===== src/rtl/control_sequencer.sv =====
// rtl/control_sequencer.sv - fetch/decode/exec control sequencer for a two-register ALU datapath
// All outputs come straight from flops; decode results are captured on the fetch handshake.
module control_sequencer (
  input  logic       clk,
  input  logic       rst_n,
  input  logic       run,
  input  logic       instr_valid,
  input  logic [6:0] opcode,
  input  logic [7:0] lit,
  input  logic       z,
  input  logic       n,
  output logic       instr_req,
  output logic [7:0] pc,
  output logic [1:0] sel_a,
  output logic [1:0] sel_b,
  output logic [2:0] alu_op,
  output logic       load_a,
  output logic       load_b,
  output logic [7:0] im_out,
  output logic       halted
);

  typedef enum logic [2:0] {
    IDLE   = 3'd0,
    FETCH  = 3'd1,
    DECODE = 3'd2,
    EXEC   = 3'd3,
    HALT   = 3'd4
  } state_t;

  state_t     state_q, state_d;
  logic [7:0] pc_q, pc_d;
  logic [6:0] ir_q, ir_d;
  logic [7:0] im_q, im_d;
  logic       instr_req_q, instr_req_d;
  logic [1:0] sel_a_q, sel_a_d;
  logic [1:0] sel_b_q, sel_b_d;
  logic [2:0] alu_op_q, alu_op_d;
  logic       load_a_q, load_a_d;
  logic       load_b_q, load_b_d;
  logic       halted_q, halted_d;

  logic       ir_is_alu;
  logic       ir_is_halt;
  logic       jump_taken;
  logic [6:0] fetch_ctrl;

  // {sel_a, sel_b, alu_op} for an opcode, given its upper five bits
  function automatic logic [6:0] decode_ctrl(input logic [4:0] op_hi);
    logic [6:0] c;
    case (op_hi[4:3])
      2'b00:   c = {2'b00, 2'b00, op_hi[2:0]};
      2'b01:   c = {2'b00, 2'b10, op_hi[2:0]};
      default: c = {2'b01, 2'b01, 3'b000};
    endcase
    return c;
  endfunction

  always_comb begin
    ir_is_alu  = (ir_q[6] == 1'b0);
    ir_is_halt = (ir_q[6:5] == 2'b11) && (ir_q[4:0] == 5'h1f);
    fetch_ctrl = decode_ctrl(opcode[6:2]);
    case (ir_q[1:0])
      2'b00:   jump_taken = 1'b1;
      2'b01:   jump_taken = z;
      2'b10:   jump_taken = n;
      default: jump_taken = 1'b0;
    endcase

    state_d     = state_q;
    pc_d        = pc_q;
    ir_d        = ir_q;
    im_d        = im_q;
    instr_req_d = 1'b0;
    sel_a_d     = sel_a_q;
    sel_b_d     = sel_b_q;
    alu_op_d    = alu_op_q;
    load_a_d    = 1'b0;
    load_b_d    = 1'b0;
    halted_d    = halted_q;

    case (state_q)
      IDLE: begin
        if (run) begin
          state_d     = FETCH;
          instr_req_d = 1'b1;
        end
      end
      FETCH: begin
        instr_req_d = 1'b1;
        if (instr_valid) begin
          state_d                       = DECODE;
          instr_req_d                   = 1'b0;
          ir_d                          = opcode;
          im_d                          = lit;
          {sel_a_d, sel_b_d, alu_op_d}  = fetch_ctrl;
        end
      end
      DECODE: begin
        state_d  = EXEC;
        load_a_d = ir_is_alu && !ir_q[1];
        load_b_d = ir_is_alu &&  ir_q[1];
      end
      EXEC: begin
        sel_a_d  = 2'b00;
        sel_b_d  = 2'b00;
        alu_op_d = 3'b000;
        if (ir_q[6:5] == 2'b10 && jump_taken) begin
          pc_d = im_q;
        end else if (!ir_is_halt) begin
          pc_d = pc_q + 8'd1;
        end
        if (ir_is_halt) begin
          state_d  = HALT;
          halted_d = 1'b1;
        end else if (run) begin
          state_d     = FETCH;
          instr_req_d = 1'b1;
        end else begin
          state_d = IDLE;
        end
      end
      HALT: begin
        state_d = HALT;
      end
      default: begin
        state_d = IDLE;
      end
    endcase
  end

  always_ff @(posedge clk or negedge rst_n) begin
    if (!rst_n) begin
      state_q     <= IDLE;
      pc_q        <= 8'h00;
      ir_q        <= 7'h00;
      im_q        <= 8'h00;
      instr_req_q <= 1'b0;
      sel_a_q     <= 2'b00;
      sel_b_q     <= 2'b00;
      alu_op_q    <= 3'b000;
      load_a_q    <= 1'b0;
      load_b_q    <= 1'b0;
      halted_q    <= 1'b0;
    end else begin
      state_q     <= state_d;
      pc_q        <= pc_d;
      ir_q        <= ir_d;
      im_q        <= im_d;
      instr_req_q <= instr_req_d;
      sel_a_q     <= sel_a_d;
      sel_b_q     <= sel_b_d;
      alu_op_q    <= alu_op_d;
      load_a_q    <= load_a_d;
      load_b_q    <= load_b_d;
      halted_q    <= halted_d;
    end
  end

  assign instr_req = instr_req_q;
  assign pc        = pc_q;
  assign sel_a     = sel_a_q;
  assign sel_b     = sel_b_q;
  assign alu_op    = alu_op_q;
  assign load_a    = load_a_q;
  assign load_b    = load_b_q;
  assign im_out    = im_q;
  assign halted    = halted_q;

endmodule


===== config.mk =====
export PLATFORM = sky130hd
export DESIGN_NAME = control_sequencer
export DESIGN_NICKNAME = d
export VERILOG_FILES = /design/src/rtl/control_sequencer.sv
export SDC_FILE = /design/constraint.sdc
export NUM_CORES = 1
export LEC_CHECK = 0
export BUFFER_PORTS_ARGS = -buffer_cell sky130_fd_sc_hd__buf_4
export CAP_MARGIN = 15
export CORE_MARGIN = 4
export CORE_UTILIZATION = 31
export CTS_CLUSTER_SIZE = 20
export DETAILED_ROUTE_END_ITERATION = 8
export GPL_ROUTABILITY_DRIVEN = 0
export PLACE_DENSITY_LB_ADDON = 0.3
export SYNTH_ARGS = -nofsm -noshare
export SYNTH_HDL_FRONTEND = slang
export SYNTH_SLANG_ARGS = --single-unit

===== constraint.sdc =====
create_clock -name clk -period 1.2 [get_ports clk]
set_input_delay 0.18 -clock clk [delete_from_list [all_inputs] [get_ports clk]]
set_output_delay 0.18 -clock clk [all_outputs]
set_load 0.05 [all_outputs]

After elaboration in Yosys (flattened, before gate mapping)
Cells that the tools add are included.

Register bits: 37. Input port bits: 21. Output and inout bits: 27. Logic and storage cells: 61.

Add/subtract/negate cells: 1. Equal/unequal tests: 13. Muxes and demuxes: 21. Bitwise logic cells: 1. Reduce and logical (&&, ||, !) cells: 14.

Operators with widths (count): $mux 8 (2); $pmux 3 s5 (1); $mux 3 (4); $pmux 6 s2 (1); $reduce_and 2->1 (5); $add 8x1->8 const B (1); $pmux 2 s2 (2); $eq 2x2->1 const B (3); $eq 3x2->1 const B (2); $mux 1 (6); $pmux 1 s3 (2); $pmux 3 s2 (1); $eq 5x5->1 const B (1); $eq 2x1->1 const B (2); $logic_and 1x1->1 (4); $logic_not 2->1 (2); $mux 2 (2); $ne 2x2->1 const B (2); $eq 3x1->1 const B (1); $eq 3x3->1 const B (1); $logic_not 3->1 (1); $ne 2x1->1 const B (1); $reduce_bool 2->1 (1); $logic_not 1->1 (1); $not 1->1 (1).

Logic depth before layout (Yosys ltp)
Depth after elaboration: 5. Gate-level depth with buffers: 7. Gate-level depth less buffers: 6.

Worst setup path after synthesis
No wires, ideal clock.

Path type: register to register. Start point: register pc_q[2] (netlist: pc[2]). End point: register pc_q[7] (netlist: pc[7]). Setup time: 0.080 ns. Arrival time: 1.526 ns. Required time: 1.120 ns. Path slack: -0.405 ns. Cell stages (with the launch flop): 6. Buffers on the path: 0. Period minus slack after synthesis: 1.605 ns. Path through: dfrtp_1 > and3_1 > and3_2 > nand3_1 > a21oi_2 > a2bb2oi_1.

Longest elaborated chain between the ends: 3.

RTL lines: from (decl) (RTL line 32) `logic [7:0] pc_q, pc_d;`; from (signal assigned) (RTL line 147) `pc_q <= pc_d;`; $add 8x1->8 (RTL line 111) `pc_d = pc_q + 8'd1;`; $mux 8 (RTL line 110) `end else if (!ir_is_halt) begin`; $mux 8 (RTL line 108) `if (ir_q[6:5] == 2'b10 && jump_taken) begin`.

Every way passes these cells. The select of a mux whose other input is x is not followed. A chain may end at the register's enable or synchronous reset.

Worst setup path after layout
Start point: register ir_q[0]. End point: register pc_q[6] (netlist: pc[6]).

Longest elaborated chain between the ends: 5. Elaborated cells on any way between the ends: 10. Those cells by class: eq/ne (4); mux (2); reduce/logical (4).

RTL lines: from (decl) (RTL line 33) `logic [6:0] ir_q, ir_d;`; from (signal assigned) (RTL line 148) `ir_q <= ir_d;`; $eq 2x2->1 (tied with other cells) (RTL line 63) `case (ir_q[1:0])`; $pmux 1 s3 (RTL line 63); $logic_and 1x1->1 (RTL line 108); $ne 2x1->1 (no source line); $reduce_and 2->1 (no source line).

Parallel ways exist; a longest one is shown, timed or not.

==> results.py <==
metrics = {
    "run_status": {
        "outcome": "finished with violations",
        "violations": "negative setup slack",
    },
    "global_routing": {
        "grt_pass1_wl_um": 7650,
        "grt_overflow": 0,
        "grtUsageTotal_pct": 15.2,
        "antenna_found_initial": 0,
        "first_global_vias": 1529,
        "grt_max_degree": 36,
    },
    "clock_tree": {
        "cts_max_path_buffers": 2,
        "htree_levels": 2,
        "clk_latency_ns": 0.28,
        "cts_buffers": 5,
        "clkTransAtPathRegs_ns": 0.07,
        "cts_tree": "done",
        "cts.sinks": 35,
        "cts_root_buf": "clkbuf_8",
    },
    "layout": {
        "final_common_cell": "buf_4",
        "fin_nets": 280,
        "final_cell_mix": "buf_4 (64), nand2_1 (39), dfrtp_1 (29)",
        "area_delta_synth_final_pct": 61.7,
        "drive_gt1_share_pct": 57.1,
        "n_antenna_cell": 0,
        "post-route-util_pct": 53.2,
    },
    "synthesis": {
        "ys_seq_area_share_pct": 50.9,
        "syn_nets": 199,
        "synth_top_area_cell": "dfrtp_1",
        "synth_compound_area_share_pct": 11.6,
        "synthAdderAreaFrac_pct": 0.727,
        "synthXorXnorAreaFrac_pct": 0,
        "yosysTopAreaCellShare_pct": 50.9,
        "yosys.area_share.simple_pct": 26.6,
        "synth.top_cells.by_area": "dfrtp_1 (51%), nand2_1 (12%), mux2i_1 (4.1%), nand3b_1 (2.6%), a21oi_2 (2.5%)",
        "synth_top_family_by_area": "simple AND/OR/NAND/NOR gates",
        "ys_warn_count": 0,
        "syn_area_um2": 1720,
        "synth.mux.area_fraction_pct": 4.07,
        "synth_cell_type_count": 40,
        "synth-seq-cells": 35,
        "synth.avg_cell_area_um2": 9.73,
        "synth_cells": 177,
    },
    "sta": {
        "fin_tns_setup_ns": -4.30,
        "hold_ws_ns": 0.0868,
        "maxSlewViolCount": 0,
        "rsz0062_at_grt": "true",
        "hold_viol": 0,
        "fin_skew_ns": 0.00266,
        "period_needed_ns": 1.42,
        "min_period_over_period_pct": 119,
        "setup_ws_ns": -0.225,
        "setup_viol_count_final": 33,
        "clock.fmax_mhz": 702,
    },
    "route": {
        "top_layer_used": "met4",
        "dr_wl_met3_um": 238,
        "wl_met2_um": 2560,
        "viasPerCell": 4.78,
        "drtPass1Iterations": 4,
        "drcViolationCount": 0,
        "drt-initial-drc-count": 84,
        "ant_nets": 0,
        "num_vias": 1574,
        "routedLengthMet1_um": 2150,
        "wl_um": 4990,
        "wl_per_cell_um": 15.2,
    },
    "worst_setup_path": {
        "path_class": "reg -> reg",
        "start_kind": "flop",
        "worst_ep_required_time_ns": 1.36,
        "arrival_ns": 1.58,
        "crit_family": "flip-flops",
        "cpMaxStageDelayCell": "dfrtp_1",
        "crit_chain": "nor2b_4 -> o22ai_4 -> nand3b_4 -> mux2i_2 -> o22ai_1",
        "worstSetupEndpointType": "flop",
        "path_buf_inv": 0,
        "critPathMaxFanout": 8,
        "crit_path_max_incr_delay_ns": 0.44,
    },
    "die": {
        "num_rows": 26,
        "design.core.area_um2": 5240,
        "die_w_um": 82.5,
        "io_pins": 48,
        "die-area_um2": 6810,
        "fp.dieH_um": 82.5,
        "start_util_pct": 32.9,
    },
    "power_and_ir_drop": {
        "p_per_area_nw_per_um2": 2920,
        "ir_worst_vdd_uv": 1070,
        "p_leak_nw": 1.38,
    },
    "job": {
        "maxCapViolCount": 0,
    },
    "worst_hold_path": {
        "min_path_type": "in -> reg",
    },
    "placement": {
        "dp_hpwl_um": 3090,
        "portBuffers": 46,
    },
}
==> worst register-to-register path: stages, from the launching register on <==
cell      delay [ns]
dfrtp_1         0.44
nor2b_4         0.16
o22ai_4         0.14
nand3b_4        0.21
mux2i_2         0.25
o22ai_1         0.11
==> repair_timing <==
action / 4_1_cts / 5_1_grt
hold buffers: 1 / 0
hold endpoints to repair: 35 / 0
setup endpoints to repair: 35 / 38
buffers inserted: 10 / 3
pin swaps: 13 / 4
cloned: 4 / 0
gates resized for setup: 36 / 27
==> final timing paths <==
kind / startpoint / to / slack [ns] / cells after the start
max in group asynchronous: rst_n / pc[1] / 0.47 / 2
min in group asynchronous: rst_n / alu_op[2] / 0.38 / 2
worst max register to register: ir_q[0] / pc[6] / -0.22 / 5
worst min-delay path: opcode[0] / ir_q[0] / 0.09 / 3
worst min register to register: halted / halted / 0.49 / 1
worst max-delay path: ir_q[0] / pc[6] / -0.22 / 5
==> registers in the layout, indices dropped and copies added (netlist names) <==
name / count
instr_req: 1
load_a: 1
pc: 8
state_q: 3
alu_op: 3
im_out: 8
ir_q: 7
sel_b: 2
load_b: 1
halted: 1
==> cell type report <==
class / instances / area, um^2
well taps: 70 / 87.6
clock inverters: 1 / 5.00
fillers: 473 / 2450
repair buffers: 82 / 727
multi-input cells: 129 / 986
inverters: 5 / 18.8
flip-flops and latches: 35 / 883
clock buffers: 7 / 76.3
==> cells by family (layout without fill, tap and decap cells) <==
family,count (synthesis),after routing
buffers and inverters,15,95
other,1,1
muxes,7,7
adders and majority gates,1,1
DFF,35,35
and+or+nand+nor,91,93
AOI/OAI and AO/OA,27,27
==> stage by stage <==
| stage | cell area, um^2 | total power, W | cells | setup WS (ns) |
|---|---|---|---|---|
| 2_1_floorplan | 1800 | 0.00496 | 177 | -0.222 |
| 3_3_place_gp | 2300 | 0.00619 | 303 | -0.153 |
| 3_5_place_dp | 2300 | 0.00624 | 303 | -0.227 |
| 4_1_cts | 2670 | 0.00784 | 326 | -0.161 |
| 5_1_grt | 2780 | 0.00858 | 329 | -0.295 |
| 6_report | 2780 | 0.00813 | 329 | -0.225 |
==> synthesized netlist by cell type (all sizes together) <==
cell / number
nand4: 2
nand2: 57
clkbuf: 1
buf: 9
nand2b: 1
o311ai: 1
mux2i: 7
a21oi: 11
conb: 1
nand3b: 8
a2bb2oi: 5
o22ai: 2
nor2: 5
a21o: 1
inv: 5
nor2b: 1
and3b: 2
and3: 3
nor4bb: 1
o21ai: 6
nand3: 5
or2: 1
a31oi: 1
dfrtp: 35
ha: 1
or3b: 1
and4b: 1
and2b: 1
nor3: 2
==> where the power goes <==
group          internal (W)  switching [W]  leakage [nW]  total [W]
combinational       0.00217        0.00292         0.902    0.00508
sequential          0.00171       0.000520         0.433    0.00223
clock              0.000407       0.000406        0.0422   0.000813
==> metal layers <==
metal / track usage [%] / vias to the layer above
met5: 0 / -
met4: 3.92 / 0
met3: 3.90 / 5
met2: 25.6 / 39
met1: 19.4 / 763
li1: - / 767
Power figures use the tool's default switching activity.
